$ cat src/rtl/suma_distancia_pkg.sv
// suma_distancia_pkg
// Shared definitions for the fixed-point distance accumulator:
//   - estado_t : control FSM encodings (IDLE, DIVIDE, ACUM)
//   - calc_qw  : quotient width derivation (integer bits + fractional bits)
package suma_distancia_pkg;

   typedef enum logic [1:0] {
      IDLE   = 2'd0,
      DIVIDE = 2'd1,
      ACUM   = 2'd2
   } estado_t;

   // Quotient width: the numerator is pre-shifted by bits_frac, so the
   // quotient needs the full numerator width plus the fractional bits.
   function automatic int calc_qw(input int ancho_entrada, input int bits_frac);
      return ancho_entrada + bits_frac;
   endfunction

endpackage

$ cat src/rtl/suma_distancia_if.sv
// suma_distancia_if
// Sample handshake and result bus of suma_distancia.
//   master : sample source / result consumer (drives validar, numero1,
//            numero2, limpiar)
//   slave  : the accumulator (drives recibido, sumatotal, listo, div_cero,
//            desborde)
interface suma_distancia_if #(
   parameter int ANCHO_ENTRADA = 32,
   parameter int ANCHO_TOTAL   = 32
);
   logic                     validar;
   logic                     recibido;
   logic [ANCHO_ENTRADA-1:0] numero1;
   logic [ANCHO_ENTRADA-1:0] numero2;
   logic                     limpiar;
   logic [ANCHO_TOTAL-1:0]   sumatotal;
   logic                     listo;
   logic                     div_cero;
   logic                     desborde;

   modport master (
      output validar, numero1, numero2, limpiar,
      input  recibido, sumatotal, listo, div_cero, desborde
   );

   modport slave (
      input  validar, numero1, numero2, limpiar,
      output recibido, sumatotal, listo, div_cero, desborde
   );
endinterface

$ cat src/rtl/divisor_secuencial.sv
// divisor_secuencial
// Restoring divider, one quotient bit per cycle, MSB first.
// Computes floor((dividendo << BITS_FRAC) / divisor) over QW cycles.
// Ports:
//   clock, reset : rising-edge clock, asynchronous active-high reset
//   start        : load operands (divisor must be nonzero)
//   dividendo    : numerator, ANCHO_ENTRADA bits
//   divisor      : denominator, ANCHO_ENTRADA bits
//   busy         : a division is in progress
//   done         : high during the last quotient-bit cycle
//   cociente     : quotient, valid once busy has dropped
module divisor_secuencial
   import suma_distancia_pkg::*;
#(
   parameter int ANCHO_ENTRADA = 32,
   parameter int BITS_FRAC     = 8
) (
   input  logic                                           clock,
   input  logic                                           reset,
   input  logic                                           start,
   input  logic [ANCHO_ENTRADA-1:0]                       dividendo,
   input  logic [ANCHO_ENTRADA-1:0]                       divisor,
   output logic                                           busy,
   output logic                                           done,
   output logic [calc_qw(ANCHO_ENTRADA, BITS_FRAC)-1:0]   cociente
);
   localparam int QW = calc_qw(ANCHO_ENTRADA, BITS_FRAC);
   localparam int CW = $clog2(QW);

   // The shifted numerator is consumed from the top while quotient bits
   // enter at the bottom, so after QW steps this register holds q.
   logic [QW-1:0]            acum_q;
   logic [ANCHO_ENTRADA:0]   resto;
   logic [ANCHO_ENTRADA-1:0] dsr;
   logic [CW-1:0]            cuenta;
   logic                     activo;

   logic [ANCHO_ENTRADA:0]   resto_sh;
   logic [ANCHO_ENTRADA+1:0] prueba;

   assign resto_sh = {resto[ANCHO_ENTRADA-1:0], acum_q[QW-1]};
   // Extra top bit acts as the borrow of the trial subtraction.
   assign prueba   = {1'b0, resto_sh} - {2'b00, dsr};

   always_ff @(posedge clock or posedge reset) begin
      if (reset) begin
         acum_q <= '0;
         resto  <= '0;
         dsr    <= '0;
         cuenta <= '0;
         activo <= 1'b0;
      end else if (start) begin
         acum_q <= QW'(dividendo) << BITS_FRAC;
         resto  <= '0;
         dsr    <= divisor;
         cuenta <= CW'(QW - 1);
         activo <= 1'b1;
      end else if (activo) begin
         if (prueba[ANCHO_ENTRADA+1]) begin
            resto  <= resto_sh;
            acum_q <= {acum_q[QW-2:0], 1'b0};
         end else begin
            resto  <= prueba[ANCHO_ENTRADA:0];
            acum_q <= {acum_q[QW-2:0], 1'b1};
         end
         if (cuenta == '0) activo <= 1'b0;
         else              cuenta <= cuenta - 1'b1;
      end
   end

   assign busy     = activo;
   assign done     = activo && (cuenta == '0);
   assign cociente = acum_q;

endmodule

$ cat src/rtl/suma_distancia.sv
// suma_distancia
// Fixed-point distance accumulator: accepts (numero1, numero2) samples,
// divides them in divisor_secuencial to a Q-format quotient with BITS_FRAC
// fractional bits, and adds the quotient into a running total.
// Ports:
//   clock, reset : rising-edge clock, asynchronous active-high reset
//   bus (slave)  : validar/recibido handshake, numero1/numero2 operands,
//                  limpiar clear, sumatotal, listo pulse, div_cero and
//                  desborde sticky flags
// Build option: SUMA_SATURACION_EN saturates the total at all ones on
// overflow; otherwise the total wraps modulo 2^ANCHO_TOTAL.
module suma_distancia
   import suma_distancia_pkg::*;
#(
   parameter int ANCHO_ENTRADA = 32,
   parameter int BITS_FRAC     = 8,
   parameter int ANCHO_TOTAL   = 32
) (
   input  logic            clock,
   input  logic            reset,
   suma_distancia_if.slave bus
);
   localparam int QW = calc_qw(ANCHO_ENTRADA, BITS_FRAC);

   estado_t estado, siguiente;

   logic                   acepta;
   logic                   divisor_nulo;
   logic                   es_cero;
   logic                   div_start, div_busy, div_done;
   logic [QW-1:0]          cociente;

   logic [ANCHO_TOTAL-1:0] total;
   logic                   listo_r, div_cero_r, desborde_r;

   logic [QW-1:0]          q_sel;
   logic [ANCHO_TOTAL-1:0] q_trunc;
   logic                   q_alto;
   logic [ANCHO_TOTAL:0]   suma;
   logic                   ovf;
   logic [ANCHO_TOTAL-1:0] nuevo;

   assign bus.recibido = (estado == IDLE);
   assign acepta       = bus.validar && bus.recibido;
   assign divisor_nulo = (bus.numero2 == '0);
   assign div_start    = acepta && !divisor_nulo;

   divisor_secuencial #(
      .ANCHO_ENTRADA (ANCHO_ENTRADA),
      .BITS_FRAC     (BITS_FRAC)
   ) u_div (
      .clock     (clock),
      .reset     (reset),
      .start     (div_start),
      .dividendo (bus.numero1),
      .divisor   (bus.numero2),
      .busy      (div_busy),
      .done      (div_done),
      .cociente  (cociente)
   );

   always_ff @(posedge clock or posedge reset) begin
      if (reset) estado <= IDLE;
      else       estado <= siguiente;
   end

   always_comb begin
      siguiente = estado;
      case (estado)
         IDLE:    if (acepta) siguiente = divisor_nulo ? ACUM : DIVIDE;
         // !div_busy only guards against a divider that is already idle.
         DIVIDE:  if (div_done || !div_busy) siguiente = ACUM;
         ACUM:    siguiente = IDLE;
         default: siguiente = IDLE;
      endcase
   end

   // A zero divisor contributes nothing, so the add path needs no special
   // case: the sum equals the total and cannot overflow.
   always_comb begin
      q_sel   = es_cero ? '0 : cociente;
      q_alto  = |(q_sel >> ANCHO_TOTAL);
      q_trunc = ANCHO_TOTAL'(q_sel);
      suma    = {1'b0, total} + {1'b0, q_trunc};
      ovf     = q_alto | suma[ANCHO_TOTAL];
`ifdef SUMA_SATURACION_EN
      nuevo   = ovf ? '1 : suma[ANCHO_TOTAL-1:0];
`else
      nuevo   = suma[ANCHO_TOTAL-1:0];
`endif
   end

   always_ff @(posedge clock or posedge reset) begin
      if (reset) begin
         es_cero    <= 1'b0;
         total      <= '0;
         listo_r    <= 1'b0;
         div_cero_r <= 1'b0;
         desborde_r <= 1'b0;
      end else begin
         listo_r <= (estado == ACUM);
         if (acepta) es_cero <= divisor_nulo;
         // limpiar takes priority over the pending add; the quotient is lost.
         if (bus.limpiar) begin
            total      <= '0;
            div_cero_r <= 1'b0;
            desborde_r <= 1'b0;
         end else if (estado == ACUM) begin
            total <= nuevo;
            if (es_cero) div_cero_r <= 1'b1;
            if (ovf)     desborde_r <= 1'b1;
         end
      end
   end

   assign bus.sumatotal = total;
   assign bus.listo     = listo_r;
   assign bus.div_cero  = div_cero_r;
   assign bus.desborde  = desborde_r;

endmodule

$ cat src/flat_wrapper.sv
// flat-port wrapper written by rule: the top's interface ports become plain ports
module suma_distancia_flat import suma_distancia_pkg::*;
#(
   parameter int ANCHO_ENTRADA = 32,
   parameter int BITS_FRAC     = 8,
   parameter int ANCHO_TOTAL   = 32
)
  (clock, reset, bus_validar, bus_numero1, bus_numero2, bus_limpiar, bus_recibido, bus_sumatotal, bus_listo, bus_div_cero, bus_desborde);
  suma_distancia_if #(.ANCHO_ENTRADA(ANCHO_ENTRADA), .ANCHO_TOTAL(ANCHO_TOTAL)) bus_i ();
  input  logic clock;
  input  logic reset;
  input wire logic [$bits(bus_i.validar)-1:0] bus_validar;
  input wire logic [$bits(bus_i.numero1)-1:0] bus_numero1;
  input wire logic [$bits(bus_i.numero2)-1:0] bus_numero2;
  input wire logic [$bits(bus_i.limpiar)-1:0] bus_limpiar;
  output wire logic [$bits(bus_i.recibido)-1:0] bus_recibido;
  output wire logic [$bits(bus_i.sumatotal)-1:0] bus_sumatotal;
  output wire logic [$bits(bus_i.listo)-1:0] bus_listo;
  output wire logic [$bits(bus_i.div_cero)-1:0] bus_div_cero;
  output wire logic [$bits(bus_i.desborde)-1:0] bus_desborde;
  assign bus_i.validar = bus_validar;
  assign bus_i.numero1 = bus_numero1;
  assign bus_i.numero2 = bus_numero2;
  assign bus_i.limpiar = bus_limpiar;
  assign bus_recibido = bus_i.recibido;
  assign bus_sumatotal = bus_i.sumatotal;
  assign bus_listo = bus_i.listo;
  assign bus_div_cero = bus_i.div_cero;
  assign bus_desborde = bus_i.desborde;
  suma_distancia #(.ANCHO_ENTRADA(ANCHO_ENTRADA), .BITS_FRAC(BITS_FRAC), .ANCHO_TOTAL(ANCHO_TOTAL)) u_core (.clock(clock), .reset(reset), .bus(bus_i));
endmodule
$ cat config.mk
export PLATFORM = sky130hd
export DESIGN_NAME = suma_distancia_flat
export DESIGN_NICKNAME = d
export VERILOG_FILES = /design/src/rtl/suma_distancia_pkg.sv /design/src/rtl/suma_distancia_if.sv /design/src/rtl/divisor_secuencial.sv /design/src/rtl/suma_distancia.sv /design/src/flat_wrapper.sv
export SDC_FILE = /design/constraint.sdc
export NUM_CORES = 1
export LEC_CHECK = 0
export CORE_ASPECT_RATIO = 1.4
export CORE_MARGIN = 3
export CORE_UTILIZATION = 45
export CTS_BUF_LIST = sky130_fd_sc_hd__clkbuf_4 sky130_fd_sc_hd__clkbuf_8 sky130_fd_sc_hd__clkbuf_16
export CTS_CLUSTER_SIZE = 40
export DETAILED_ROUTE_END_ITERATION = 16
export PLACE_DENSITY_LB_ADDON = 0.1
export SLEW_MARGIN = 20
export SYNTH_ARGS = -nofsm -noshare
export SYNTH_HDL_FRONTEND = slang
export SYNTH_HIERARCHICAL = 1
export SYNTH_SLANG_ARGS = --single-unit
$ cat constraint.sdc
create_clock -name clock -period 6.86 [get_ports clock]
set_clock_uncertainty 0.2 [all_clocks]
set_input_delay 0.686 -clock clock [delete_from_list [all_inputs] [get_ports clock]]
set_output_delay 0.686 -clock clock [all_outputs]
set_load 0.01 [all_outputs]
==> results of run 1 <==
[per-stage QoR]
step,power (uW),util [%]
global route,6570,53.8
CTS,6070,53.8
global placement,5030,51.2
detailed placement,5090,51.2
finish,6030,53.8
floorplan,4380,-
[cell usage in the layout (no fill, tap or decap), types with 6 or more instances in the layout]
cell type,count
o21ai_0,95
nor3_1,15
o21bai_1,9
xor2_1,14
a21oi_2,6
a21oi_1,79
o21a_1,6
ha_1,66
nand3b_1,6
and3_1,9
nand4_1,17
clkbuf_16,17
clkdlybuf4s50_1,103
dfrtp_1,147
nor2b_1,36
buf_4,9
o211ai_1,7
nor2_1,84
inv_1,61
nand3_1,25
xnor2_1,31
nand2b_1,7
nor4_1,14
a31oi_1,19
mux2i_1,61
and2_1,6
or3_1,6
nand2_1,149
a211oi_1,23
a21o_1,24
[layer usage]
| metal | track usage [%] | part of all wire (%) | wire [um] |
|---|---|---|---|
| met5 | 0 | 0 | 0 |
| met4 | 7.13 | 2.1 | 554 |
| met3 | 3.35 | 3.6 | 923 |
| met2 | 37.7 | 51 | 13200 |
| met1 | 25.8 | 43 | 11100 |
[critical path, stage by stage, from the launching register on]
cell and delay [ns]:
dfrtp_2 0.80, nor2b_1 0.12, ha_1 0.24, fa_1 0.41
a21oi_1 0.23, o211ai_1 0.17, nand3_2 0.15, a21oi_2 0.07
a2111oi_2 0.52, o41ai_2 0.19, and4_1 0.22, nor4_2 0.23
[path summary, 6_finish.rpt]
kind	endpoint	cells after the start	slack, ns
max in group asynchronous	u_core/u_div/busy	3	4.63
worst max-delay path	u_core/bus.sumatotal[28]	11	3.22
worst min-delay path	u_core/bus.div_cero	2	0.30
worst max register to register	u_core/bus.sumatotal[28]	11	3.22
min in group asynchronous	u_core/u_div/resto[30]	2	0.53
worst min register to register	u_core/bus.div_cero	2	0.30
[sequential cells by signal (all words and copies together) (netlist names)]
name                   cells
u_core/bus.desborde        1
u_core/u_div/cuenta        6
u_core/bus.div_cero        1
u_core/es_cero             1
u_core/bus.sumatotal      32
u_core/bus.listo           1
u_core/u_div/busy          1
u_core/u_div/resto        32
u_core/u_div/dsr          32
u_core/estado              2
u_core/u_div/cociente     40
[power by group through the flow]
stage	clock network, uW	logic (uW)	registers, uW
finish	945	3580	1500
global route	1010	4010	1550
CTS	971	3590	1510
detailed placement	0	3570	1520
global placement	0	3520	1520
floorplan	0	2970	1410
[kinds of logic after synthesis]
logic type	share of synthesized area, %
adder cells (fa/ha/maj)	8.35
AND/OR/NAND/NOR	19.1
buffers and inverters	5.25
AO/OA/AOI/OAI	21.4
XOR/XNOR	3.80
multiplexers	6.11
flip-flops	36.0
[area by class of cell]
cell class	instances	area, sq um
fillers	2191	10400
multi-input cells	911	6120
flip-flops and latches	149	3730
repair buffers	112	1100
clock buffers	19	447
well taps	301	377
inverters	65	248
clock inverters	13	148
==> summary.md, run 1 <==
| Metric | Value |
|---|---|
| Die area | about 0.025 sq mm |
| WL/cell | around 16 um |
| Worst r2r src | u_core/es_cero |
| Effective utilization at floorplan | between 40% and 50% |
| CTS Root Buffer Type | clkbuf_16 |
| CP startpoint | u_core/es_cero |
| Critical path required time | ~7.0 ns |
| Post-CTS setup buffer count | 0 |
| Pin count of the biggest net entering global routing | 75 |
| Peak Freq | approximately 0.28 GHz |
| Share of layout cells above drive strength 1 | 7.64% |
| Die height | 186 um |
| Num CTS Buffers | 17 |
| Drt first pass iters | 5 |
| TNS Setup | 0 ns |
| Syn Std Cell Area | just over 0.01 sq mm |
| NetSw | 2670 uW |
| CTS H-tree depth | 4 |
| Synthesized area per cell | a little under 9 sq um |
| Worst-case clock buffer depth | 2 |
| Pwr Density | 496 mW/mm^2 |
| Hold Path Class | reg2reg |
| Comb power frac | around 59% |
| Ys flop type | dfrtp_1 |
| Fin cells | roughly 1600 |
| DR iter-0 viols | 446 |
| Via/cell ratio | 5.63 |
| Syn nets | ~1300 |
| Clk Latency, worst-skew pair | 0.43 ns |
| Hold path start | u_core/bus.div_cero |
| Clk sinks | approximately 150 |
| Post-Route WL | around 26000 um |
| Initial antenna violation count | 0 |
| Final Hold Fails | 0 |
| DP Cell Count | roughly 1500 |
| Setup WS post-layout | 3.22 ns |
| Layout Area Growth over Synthesis | 17.4% |
| Yosys top cell area share | roughly 36% |
| Final setup viols | 0 |
| Largest area contributor in the netlist | dfrtp_1 |
| Status | finished, final reports clean |
| Area contributors post-synth | dfrtp_1 (36%), ha_1 (8.0%), mux2i_1 (5.9%) |
| Peak supply drop | approximately 0.25 mV |
| Worst Max-Slew Pin Slew | between 1 and 1.5 ns |
| Final Max Tran Viols | 0 |
| Pleak | about 0.0056 uW |
| Total global routing overflow | 0 |
| IO Pins | 104 |
| Port Buffers | ~100 |
| Register area share after synthesis | 36.0% |
| DP Wirelength | between 15000 and 20000 um |
| Routability cong. | between 0.8 and 0.9 |
| Pre-CTS WS | approximately 2.9 ns |
| Fin crit share | 53.0% |
| Clk pwr share | roughly 16% |
| MaxCap Viol Count | 0 |
| Post-CTS Hold Buffers | 0 |
| Relative slew slack | about a third |
| CTS tree | built |
| Post-DRT Antenna Nets | 0 |
| Post-CTS sizing | 0 |
| Crit start category | register |
| Worst-path fanout max | 35 |
| Global-route wire length before repair | 42800 um |
| Kind of critical path | reg2reg |
| Routed via count | 8833 |
| Core area | about 0.023 sq mm |
| FF+latch count, synth | roughly 150 |
| Fin area | ~0.012 sq mm |
| Vias in the first global route | slightly below 9000 |
| Gr usage total | a little over a fifth |
| Clock-pin slew on the worst setup and hold paths | approximately 0.060 ns |
| Row cnt | 65 |
| Commonest cells in the netlist | dfrtp_1 (149), nand2_1 (149), o21ai_0 (95), nor2_1 (84), a21oi_1 (79) |
| Synth cell types | between 80 and 90 |
| Synth Warn # | 6 |
| Placed cell areas | approximately 0.012 sq mm |
| RSZ-0062 raised after global routing | false |
| Layout net count | ~1400 |
| Critical path arrival | approximately 3.8 ns |
| DRC Markers | 0 |
| Asr flop ratio synth | 100% |
| Min Clock Period, post-route | about 3.6 ns |
| Number of synthesized flops with an enable pin | 0 |
| Inserted Diodes | 0 |
| Int Power | roughly 3400 uW |
| Cells after Synth | between 1000 and 1500 |
| Switching part of the total | between 40 and 50% |
| Reg power frac | 24.9% |
| Die X | around 130 um |
| Hold slack | 0.304 ns |
| CP endpoint kind | register |
No activity file was read; power rests on OpenSTA's default activity.
==> run 2: changes to the inputs <==
Clock period 6.86 ns to 3.5 ns, I/O delays scaled along.
==> summary.md, run 2 (synthesis gave the netlist of run 1 again) <==
| Metric | Value |
|---|---|
| NetSw | approximately 5300 uW |
| Worst-case clock buffer depth | 2 |
| TNS Setup | 0 ns |
| Worst-path cell chain | inv_1, ha_1, nor2b_4, o31a_1, a41o_1, or2_4, a32oi_1, o2111ai_4, buf_4, mux2i_1, a211oi_1 |
| Port Buffers | 103 |
| Comb power frac | around three fifths |
| Post-CTS sizing | 0 |
| Pleak | ~0.0057 uW |
| Inserted Diodes | 0 |
| Switching part of the total | between 40% and 50% |
| Worst-path fanout max | 12 |
| Post-DRT Antenna Nets | 0 |
| Post-CTS setup buffer count | 0 |
| IO Pins | approximately 100 |
| Clk Latency, worst-skew pair | 0.43 ns |
| Final setup viols | 0 |
| Final Max Tran Viols | 0 |
| Slowest-stage cell, CP | dfrtp_1 |
| Worst r2r src | u_core/u_div/dsr[1] |
| Pre-CTS WS | 0.300 ns |
| Commonest non-fill, non-tap cell in the layout | nand2_1 |
| Via/cell ratio | ~5.5 |
| Clk sinks | roughly 150 |
| Worst Max-Slew Pin Slew | around 0.71 ns |
| Die area | between 0.02 and 0.025 sq mm |
| Max FFs per register | 40 |
| Vias in the first global route | 8674 |
| Min Clock Period, post-route | 3.25 ns |
| Gr usage total | a little over a fifth |
| Core area | about 0.023 sq mm |
| Total global routing overflow | 0 |
| Die height | around 190 um |
| CP endpoint kind | register |
| Post-Route WL | between 20000 and 30000 um |
| Die X | 134 um |
| WL/cell | ~17 um |
| Routed via count | slightly below 9000 |
| Initial antenna violation count | 0 |
| Post-CTS Hold Buffers | 0 |
| Critical path arrival | roughly 3.4 ns |
| PnR Total Power | between 10000 and 15000 uW |
| Hold slack | 0.238 ns |
| CP startpoint | u_core/u_div/dsr[1] |
| Hold Path Class | in2async |
| Critical path required time | around 3.6 ns |
| Num CTS Buffers | 17 |
| Multi-input gate area | between 0.006 and 0.007 sq mm |
| Commonest non-fill, non-tap cells in the layout | nand2_1 (149), dfrtp_1 (148), clkdlybuf4s50_1 (103) |
| Final Hold Fails | 0 |
| Delay of the slowest cell on the worst path | around 0.37 ns |
| Status | finished, final reports clean |
| Row cnt | 65 |
| Buf/Inv on CP | 2 |
| CTS Root Buffer Type | clkbuf_16 |
| RSZ-0062 raised after global routing | false |
| Share of layout cells above drive strength 1 | 8.93% |
| DR iter-0 viols | roughly 480 |
| Reg power frac | approximately 24% |
| Routability cong. | around 0.91 |
| Setup WS post-layout | between 0.2 and 0.3 ns |
| CTS H-tree depth | 4 |
| Drt first pass iters | 5 |
| Clock-pin slew on the worst setup and hold paths | 0.06 ns |
| Peak Freq | roughly 0.31 GHz |
| Global-route wire length before repair | between 40000 and 50000 um |
| DRC Markers | 0 |
| Int Power | approximately 7000 uW |
| Crit start category | register |
| Peak supply drop | roughly 0.46 mV |
| Clk pwr share | 16.1% |
| CTS tree | built |
| Kind of critical path | reg2reg |
| MaxCap Viol Count | 0 |
| Fin crit share | approximately 93% |
| Layout net count | between 1000 and 1500 |
| Effective utilization at floorplan | between 40% and 50% |
| Fillers | about 2100 |
| Pin count of the biggest net entering global routing | 64 |
| Layout Area Growth over Synthesis | 19.4% |
| Fin util | between 50% and 60% |
| CP delay by family, top | compound AO/OA/AOI/OAI gates |
| R2r setup slk | about 0.25 ns |
| Pwr Density | between 900 and 1000 mW/mm^2 |
| DP Wirelength | around 20000 um |
| Relative slew slack | approximately 53% |
| Sequential cell area | between 0.003 and 0.004 sq mm |
-- run 2: cell type report --
cell class	count	area share [%]
Multi-Input combinational cell	911	49.4
Sequential cell	149	30.2
Timing Repair Buffer	131	10.3
Clock buffer	20	3.67
Tap cell	301	3.04
Inverter	65	2.00
Clock inverter	12	1.37
-- run 2: final timing paths --
| path | end | depth (start not counted) |
|---|---|---|
| worst max-delay path | u_core/u_div/resto[18] | 11 |
| max in group asynchronous | u_core/u_div/dsr[18] | 3 |
| worst max register to register | u_core/u_div/resto[18] | 11 |
| worst min register to register | u_core/bus.div_cero | 2 |
| min in group clock | u_core/u_div/cociente[30] | 3 |
| worst min-delay path | u_core/u_div/cociente[18] | 2 |
-- run 2: metrics by stage --
stage | instances | area, sq um
4_1_cts | 1589 | 12400
3_3_place_gp | 1557 | 11800
6_report | 1589 | 12400
2_1_floorplan | 1192 | 10400
5_1_grt | 1589 | 12400
3_5_place_dp | 1557 | 11800
-- run 2: per-layer routing --
metal,wire (um),up-vias,GRT usage (%)
li1,-,4416,-
met1,11100,4171,25.2
met2,13700,191,39.1
met3,843,40,3.00
met4,672,0,8.03
met5,0,-,0
-- run 2: power by group through the flow --
stage	Clock, uW	Sequential (uW)	Combinational, uW
2_1_floorplan	0	2770	5820
3_3_place_gp	0	2920	7120
3_5_place_dp	0	2940	7180
4_1_cts	2000	2920	7240
5_1_grt	2060	3010	8090
6_report	1950	2910	7240
